## src/rtl/cpu_pkg.sv

```systemverilog
// Shared definitions for the 16-bit single-issue cpu: widths, opcodes and
// the fetch-stage state encoding.
package cpu_pkg;

    localparam int ADDR_W   = 16;
    localparam int INSTR_W  = 16;
    localparam int OPCODE_W = 4;

    localparam logic [OPCODE_W-1:0] OP_ADD = 4'h0;
    localparam logic [OPCODE_W-1:0] OP_SUB = 4'h1;
    localparam logic [OPCODE_W-1:0] OP_AND = 4'h2;
    localparam logic [OPCODE_W-1:0] OP_OR  = 4'h3;
    localparam logic [OPCODE_W-1:0] OP_LD  = 4'h8;
    localparam logic [OPCODE_W-1:0] OP_ST  = 4'h9;
    localparam logic [OPCODE_W-1:0] OP_BEQ = 4'hC;
    localparam logic [OPCODE_W-1:0] OP_JMP = 4'hD;
    localparam logic [OPCODE_W-1:0] OP_HLT = 4'hF;

    typedef enum logic [1:0] {
        RUN        = 2'b00,
        HALT_DRAIN = 2'b01,
        HALTED     = 2'b10
    } fetch_state_t;

    // Instructions are halfword aligned, so branch targets drop bit 0.
    function automatic logic [ADDR_W-1:0] align_pc(input logic [ADDR_W-1:0] addr);
        return addr & ~{{(ADDR_W-1){1'b0}}, 1'b1};
    endfunction

endpackage

```

## src/rtl/fetch_halt_fsm.sv

```systemverilog
// Halt sequencing for the fetch stage: RUN -> HALT_DRAIN -> HALTED, with a
// drain counter that lets the HLT clear the downstream pipeline before hlt rises.
module fetch_halt_fsm
    import cpu_pkg::*;
#(
    parameter int DRAIN_CYCLES = 4
) (
    input  logic       clk,
    input  logic       rst,
    input  logic       hlt_seen,
    input  logic       stall,
    input  logic       redirect,
    output logic [1:0] state,
    output logic       hlt
);

    localparam logic [3:0] DRAIN_LOAD = 4'(DRAIN_CYCLES - 1);

    fetch_state_t state_reg, state_next;
    logic [3:0]   cnt_reg, cnt_next;
    logic         hlt_reg, hlt_next;

    always_ff @(posedge clk or posedge rst) begin
        if (rst) begin
            state_reg <= RUN;
            cnt_reg   <= '0;
            hlt_reg   <= 1'b0;
        end else begin
            state_reg <= state_next;
            cnt_reg   <= cnt_next;
            hlt_reg   <= hlt_next;
        end
    end

    always_comb begin
        state_next = state_reg;
        cnt_next   = cnt_reg;
        hlt_next   = hlt_reg;
        case (state_reg)
            RUN: begin
                if (!redirect && !stall && hlt_seen) begin
                    state_next = HALT_DRAIN;
                    cnt_next   = DRAIN_LOAD;
                end
            end
            HALT_DRAIN: begin
                // A redirect here means the HLT was fetched down a wrong path.
                if (redirect) begin
                    state_next = RUN;
                    cnt_next   = '0;
                end else if (!stall) begin
                    if (cnt_reg == 4'd0) begin
                        state_next = HALTED;
                        hlt_next   = 1'b1;
                    end else begin
                        cnt_next = cnt_reg - 4'd1;
                    end
                end
            end
            HALTED: begin
            end
            default: begin
                state_next = RUN;
                cnt_next   = '0;
            end
        endcase
    end

    assign state = state_reg;
    assign hlt   = hlt_reg;

endmodule

```

## src/rtl/fetch_stage.sv

```systemverilog
// Instruction-fetch stage: PC, instruction-memory request and IF/ID register.
// Define FETCH_PERF_EN to build the flushed-instruction counter.
module fetch_stage
    import cpu_pkg::*;
#(
    parameter logic [15:0] PC_RESET     = 16'h0000,
    parameter logic [15:0] PC_INC       = 16'd2,
    parameter logic [3:0]  HLT_OPCODE   = OP_HLT,
    parameter int          DRAIN_CYCLES = 4
) (
    input  logic        clk,
    input  logic        rst,
    input  logic        stall,
    input  logic        redirect,
    input  logic [15:0] redirect_pc,
    output logic [15:0] imem_addr,
    output logic        imem_rd,
    input  logic [15:0] imem_data,
    output logic        if_valid,
    output logic [15:0] if_instr,
    output logic [15:0] if_pc,
    output logic [15:0] if_pc_next,
    output logic [15:0] pc,
    output logic        hlt,
    output logic [15:0] perf_flush_cnt
);

    logic [15:0] pc_reg, pc_next;
    logic        valid_reg, valid_next;
    logic [15:0] instr_reg, instr_next;
    logic [15:0] ipc_reg, ipc_next;
    logic [15:0] ipcn_reg, ipcn_next;
    logic [1:0]  state;
    logic        in_run, halted, hlt_seen;
    logic [15:0] pc_inc;

    assign in_run   = (state == RUN);
    assign halted   = (state == HALTED);
    assign hlt_seen = in_run && (imem_data[15:12] == HLT_OPCODE);
    assign pc_inc   = pc_reg + PC_INC;

    fetch_halt_fsm #(
        .DRAIN_CYCLES(DRAIN_CYCLES)
    ) u_halt_fsm (
        .clk     (clk),
        .rst     (rst),
        .hlt_seen(hlt_seen),
        .stall   (stall),
        .redirect(redirect),
        .state   (state),
        .hlt     (hlt)
    );

    always_ff @(posedge clk or posedge rst) begin
        if (rst) begin
            pc_reg    <= PC_RESET;
            valid_reg <= 1'b0;
            instr_reg <= '0;
            ipc_reg   <= '0;
            ipcn_reg  <= '0;
        end else begin
            pc_reg    <= pc_next;
            valid_reg <= valid_next;
            instr_reg <= instr_next;
            ipc_reg   <= ipc_next;
            ipcn_reg  <= ipcn_next;
        end
    end

    // Priority: redirect over stall over fetch; HALTED freezes everything.
    always_comb begin
        pc_next    = pc_reg;
        valid_next = valid_reg;
        instr_next = instr_reg;
        ipc_next   = ipc_reg;
        ipcn_next  = ipcn_reg;
        if (!halted) begin
            if (redirect) begin
                pc_next    = align_pc(redirect_pc);
                valid_next = 1'b0;
            end else if (!stall) begin
                if (in_run) begin
                    instr_next = imem_data;
                    ipc_next   = pc_reg;
                    ipcn_next  = pc_inc;
                    valid_next = 1'b1;
                    // PC parks on the HLT so a halted core reports where it stopped.
                    if (!hlt_seen) begin
                        pc_next = pc_inc;
                    end
                end else begin
                    valid_next = 1'b0;
                end
            end
        end
    end

`ifdef FETCH_PERF_EN
    logic [15:0] perf_reg;
    logic        flush_live;

    assign flush_live = redirect && valid_reg && !halted;

    always_ff @(posedge clk or posedge rst) begin
        if (rst) begin
            perf_reg <= '0;
        end else if (flush_live && (perf_reg != 16'hFFFF)) begin
            perf_reg <= perf_reg + 16'd1;
        end
    end

    assign perf_flush_cnt = perf_reg;
`else
    assign perf_flush_cnt = 16'h0000;
`endif

    assign imem_addr  = pc_reg;
    assign imem_rd    = in_run;
    assign pc         = pc_reg;
    assign if_valid   = valid_reg;
    assign if_instr   = instr_reg;
    assign if_pc      = ipc_reg;
    assign if_pc_next = ipcn_reg;

endmodule

```

## config.mk

```make
export PLATFORM = sky130hd
export DESIGN_NAME = fetch_stage
export DESIGN_NICKNAME = d
export VERILOG_FILES = /design/src/rtl/cpu_pkg.sv /design/src/rtl/fetch_halt_fsm.sv /design/src/rtl/fetch_stage.sv
export SDC_FILE = /design/constraint.sdc
export NUM_CORES = 1
export LEC_CHECK = 0
export ABC_AREA = 1
export CAP_MARGIN = 5
export CORE_ASPECT_RATIO = 1.4
export CORE_UTILIZATION = 35
export DETAILED_ROUTE_END_ITERATION = 8
export GPL_ROUTABILITY_DRIVEN = 0
export PLACE_DENSITY = 0.74
export SLEW_MARGIN = 15
export SYNTH_ARGS = -nofsm -noshare
export SYNTH_HDL_FRONTEND = slang
export SYNTH_SLANG_ARGS = --single-unit
export TNS_END_PERCENT = 10
```

## constraint.sdc

```tcl
create_clock -name clk -period 2.3 [get_ports clk]
set_input_delay 0.69 -clock clk [delete_from_list [all_inputs] [get_ports clk]]
set_output_delay 0.69 -clock clk [all_outputs]
set_load 0.03 [all_outputs]
```

== Word-level counts from Yosys, hierarchy flattened ==
Cells that the tools add are included.

* Register bits after elaboration: 72
* Bits of input ports: 36
* Output and inout port bits: 99

* Equality and inequality tests: 9
* Reductions and logical operators: 14
* Multiplexer cells: 17
* Bitwise operators: 3
* $add $sub $neg: 2

{| class="wikitable"
|+ Operator list
! kind !! count
|-
| $mux W16 || 4
|-
| $reduce_and A4 Y1 || 5
|-
| $add A16 B2 Y16 const B || 1
|-
| $mux W4 || 4
|-
| $pmux W4 S3 || 1
|-
| $mux W2 || 4
|-
| $ne A3 B3 Y1 const B || 2
|-
| $pmux W2 S3 || 1
|-
| $eq A4 B4 Y1 const B || 1
|-
| $logic_not A4 Y1 || 1
|-
| $ne A2 B1 Y1 const B || 2
|-
| $sub A4 B1 Y4 const B || 1
|-
| $logic_and A1 B1 Y1 || 3
|-
| $mux W1 || 3
|-
| $ne A3 B2 Y1 const B || 1
|-
| $not A1 Y1 || 3
|-
| $eq A2 B1 Y1 const B || 1
|-
| $eq A2 B2 Y1 const B || 1
|-
| $logic_not A1 Y1 || 2
|-
| $logic_not A2 Y1 || 1
|-
| $ne A2 B2 Y1 const B || 1
|-
| $reduce_and A2 Y1 || 1
|-
| $reduce_bool A2 Y1 || 1
|}

== Depth between registers and ports, before layout ==
* Word-level depth: 6
* Gate-level depth with buffers: 10
* Depth with buffers taken out: 9

== Modules after synthesis ==
Synthesis repeated with hierarchy kept, for this count alone.

* Cell total of the unflattened synthesis: 481
* Area total of the unflattened synthesis: 3688.5 um2

{| class="wikitable"
|+ By module, submodules not included
! module !! sequential area each (um2) !! instances !! cells an instance !! area each (um2)
|-
| fetch_stage || 1551.5 || 1 || 407 || 3195.6
|-
| fetch_halt_fsm || 175.2 || 1 || 74 || 493.0
|}

== Worst setup path before layout ==
No wires, ideal clock.

* Path kind: input-to-reg
* From: input redirect
* To: register u_halt_fsm.cnt_reg[3]
* Setup slack: 662 ps
* Required time: 2182 ps
* Arrival: 1520 ps
* Stages: 8
* Library setup time: 118 ps
* Path through: buf_6 -> nor2_4 -> nand2_4 -> or2_4 -> nand2_4 -> nand2_2 -> nand2_1 -> nand2_1

* Longest elaborated chain between the ends: 5
* Elaborated cells on any way between the ends: 9
* Those cells by class: eq/ne: 3; mux: 2; reduce/logical: 4

{| class="wikitable"
|+ Ends and longest elaborated chain
! element !! RTL line !! RTL
|-
| start, declared || fetch_stage.sv:14 || <nowiki>input logic redirect,</nowiki>
|-
| $logic_not A1 Y1 || fetch_halt_fsm.sv:41 || <nowiki>if (!redirect && !stall && hlt_seen) begin</nowiki>
|-
| $logic_and A1 B1 Y1 (2 in a row) || fetch_halt_fsm.sv:41 ||
|-
| $ne A2 B1 Y1 (no source line) || -- ||
|-
| $reduce_and A4 Y1 (no source line) || -- ||
|-
| end signal, assigned || fetch_halt_fsm.sv:30 || <nowiki>cnt_reg <= cnt_next;</nowiki>
|-
| end, declared || fetch_halt_fsm.sv:20 || <nowiki>logic [3:0] cnt_reg, cnt_next;</nowiki>
|}

Several ways; a longest one is shown, not always the timed one.
A chain may end at the register's enable or synchronous reset.

== Worst setup path after layout ==
* From: register pc_reg[11] (netlist: imem_addr[11])
* To: output imem_addr[11]

{| class="wikitable"
|+ RTL lines
! element !! RTL line !! RTL
|-
| start, declared || fetch_stage.sv:28 || <nowiki>logic [15:0] pc_reg, pc_next;</nowiki>
|-
| start signal, assigned || fetch_stage.sv:62 || <nowiki>pc_reg <= pc_next;</nowiki>
|-
| end, declared || fetch_stage.sv:16 || <nowiki>output logic [15:0] imem_addr,</nowiki>
|}

No word-level cell between the ends.

==> summary.txt <==
post-DP HPWL: 6808 microns
total CTS buffers: 9
fin crit period: 2.224 ns
Port Buffers: 113
PD cells: 1400 nW/um^2
Synth async-reset ratio: 100.0%
drt via density: 4.631
Worst VDD drop: 0.4681 mV
Root Buffer: clkbuf_16
Rows: 43
grt total ovfl: 0
Worst Path Max Fanout: 8
drt first pass iters: 4
Setup Crit Path Kind: register to output pin
die height: 120.8 microns
achievable frequency: 449.6 MHz
clock-pin slew on the worst setup and hold paths: 0.06 ns
Total GRT Usage: 18.44%
Sink Count: 69
Post-synth EDFFs: 0
ANT nets after route: 0
Synth area leaders: dfrtp_1, nand2_1, buf_4
Syn Area/Cell: 7.684 sq um
Finished Cell Area: 4954 sq um
Post-DP Area: 4684 sq um
Max Buffers Root-to-Sink: 2
Post-Syn Instances: 459
Post-synth top flop: dfrtp_1
fillcell total: 918
P&R area growth vs syn: 40.44%
critical path depth in cells: 1
register area share after synthesis: 48.95%
fin crit share: 96.71%
Synth area leader: dfrtp_1
Largest delay share family, worst path: buffers and inverters
Detailed Route WL: 9087 microns
Clock H-tree levels: 3
I/O pin total: 135
CP Cell Sequence: clkdlybuf4s50_1
# Max-Cap Violations: 0
synthesized area: 3527 sq um
share of layout cells above drive strength 1: 6.140%
max reg flops: 16
CP endpoint kind: output pin
Largest stage delay, worst path: 0.74 ns
CTS tree: done
register area: 1727 sq um
final hold vios: 0
Buf+Inv Stages, Crit Path: 1
WHS Path Cells: 2
initial antenna violation count: 0
Reg2Reg Depth: 8
Initial Util: 35.82%
status: completed
WL/cell: 12.89 microns
first-pass GRT wire length: 14700 microns
iteration-0 DRC count of the detailed router: 203
Nets: 604
Antenna diodes: 0
hold_ws: 0.4741 ns
most frequent cell after synthesis: nand2_1
Worst Path Required: 1.61 ns
area of the multi-input gates: 1419 sq um
die width: 86.84 microns
unrepaired setup endpoints after global routing: no
CP Data Arrival Time: 1.53 ns
count of final setup violators: 0
Slew Viols, Final: 0
clk_lat worst skew: 0.33 ns
Worst setup SP type: register
die area: 10490 sq um
LEAKAGE: 0.002442 uW
Worst Skew: 0.004761 ns
HP Class: register to register
top cell type's share of synthesized area: 48.95%
Synth top cells by count: nand2_1, dfrtp_1, buf_4, nor2_1, inv_1
largest net degree at the start of global routing: 44
yosys warns: 0
CORE AREA: 9846 sq um
vias: 3265
TNS Setup: 0 ns
synth unique cells: 24
Slowest-stage cell, CP: clkdlybuf4s50_1
vias in the first global route: 3059
#FFs+latches synth: 69
DRC violations left: 0
==> placed cells by master (no fill, tap or decap), types with 2 or more instances in the layout <==
master / count
buf_12: 2
nand3_1: 24
dfrtp_1: 69
clkbuf_1: 4
inv_2: 2
nor2_1: 36
xor2_1: 4
nand2_4: 2
clkbuf_8: 2
ha_1: 3
nor2_4: 2
a31oi_1: 4
dlygate4sd2_1: 3
inv_1: 29
nand4_1: 7
conb_1: 20
clkdlybuf4s50_1: 110
o21ai_0: 29
buf_4: 10
nand2_1: 191
clkbuf_16: 9
==> worst reg2reg max path: stages, from the launching register on <==
cell and delay (ns):
dfrtp_1 0.52, ha_1 0.26, nand3_1 0.21, inv_1 0.23, nand3_1 0.11, nand2_1 0.09
nand2_1 0.07, nand2_1 0.06, nand2_1 0.05
==> where the power goes <==
| part | internal [uW] | leakage (uW) | switching [uW] |
|---|---|---|---|
| clock | 788 | 0.000134 | 493 |
| sequential | 1690 | 0.000861 | 441 |
| combinational | 1380 | 0.00145 | 2140 |
| total | 3860 | 0.00244 | 3080 |
==> final timing paths <==
path | startpoint | end | slack, ns
worst min register to register | u_halt_fsm.hlt | u_halt_fsm.hlt | 0.47
worst max-delay path | imem_addr[11] | imem_addr[11] | 0.08
worst max register to register | imem_addr[1] | if_pc_next[13] | 0.58
min in group asynchronous | rst | if_pc[3] | 0.70
worst min-delay path | u_halt_fsm.hlt | u_halt_fsm.hlt | 0.47
max in group asynchronous | rst | if_pc_next[11] | 1.07
==> per-layer routing <==
metal	GRT usage [%]	share of wire (%)	up-vias	wire length, microns
met5	0	0	-	0
met4	14.17	4.9	0	442
met3	3.276	6.8	31	618
met2	28.69	48	141	4385
met1	22.36	40	1507	3640
li1	-	-	1586	-
==> stage by stage <==
stage	power [uW]	instances	utilization (%)	setup WS, ns
after global placement	5633	689	47.58	0.1395
after floorplan	4297	478	-	0.6618
final	6937	705	50.31	0.07571
after CTS	6983	705	50.31	0.05394
after global routing	7325	705	50.31	0.02156
after detailed placement	5693	689	47.58	0.1084
==> what timing repair did <==
item,CTS,global route
setup endpoints to repair,3,0
resized for setup,3,0
setup buffers,0,0
hold endpoints to repair,0,0
hold buffers,0,0
==> cell families (layout without fill, tap and decap cells) <==
| family | count (synthesis) | in the layout | synth area share, % |
|---|---|---|---|
| AOI/OAI and AO/OA | 34 | 34 | 4.966 |
| buffers and inverters | 81 | 173 | 12.84 |
| other | 1 | 20 | 0.1063 |
| adders and majority gates | 3 | 3 | 1.064 |
| and+or+nand+nor | 267 | 267 | 31.08 |
| xor gates and xnor gates | 4 | 4 | 0.9932 |
| DFF | 69 | 69 | 48.95 |
==> final cells by class <==
cell class | count | area share, %
tap | 135 | 3.410
clock buffer | 15 | 5.405
sequential | 69 | 34.86
multi-input combinational | 328 | 28.64
timing repair buffer | 125 | 25.08
clock inverter | 1 | 0.1010
inverter | 32 | 2.501
No activity file was read; power rests on OpenSTA's default activity.
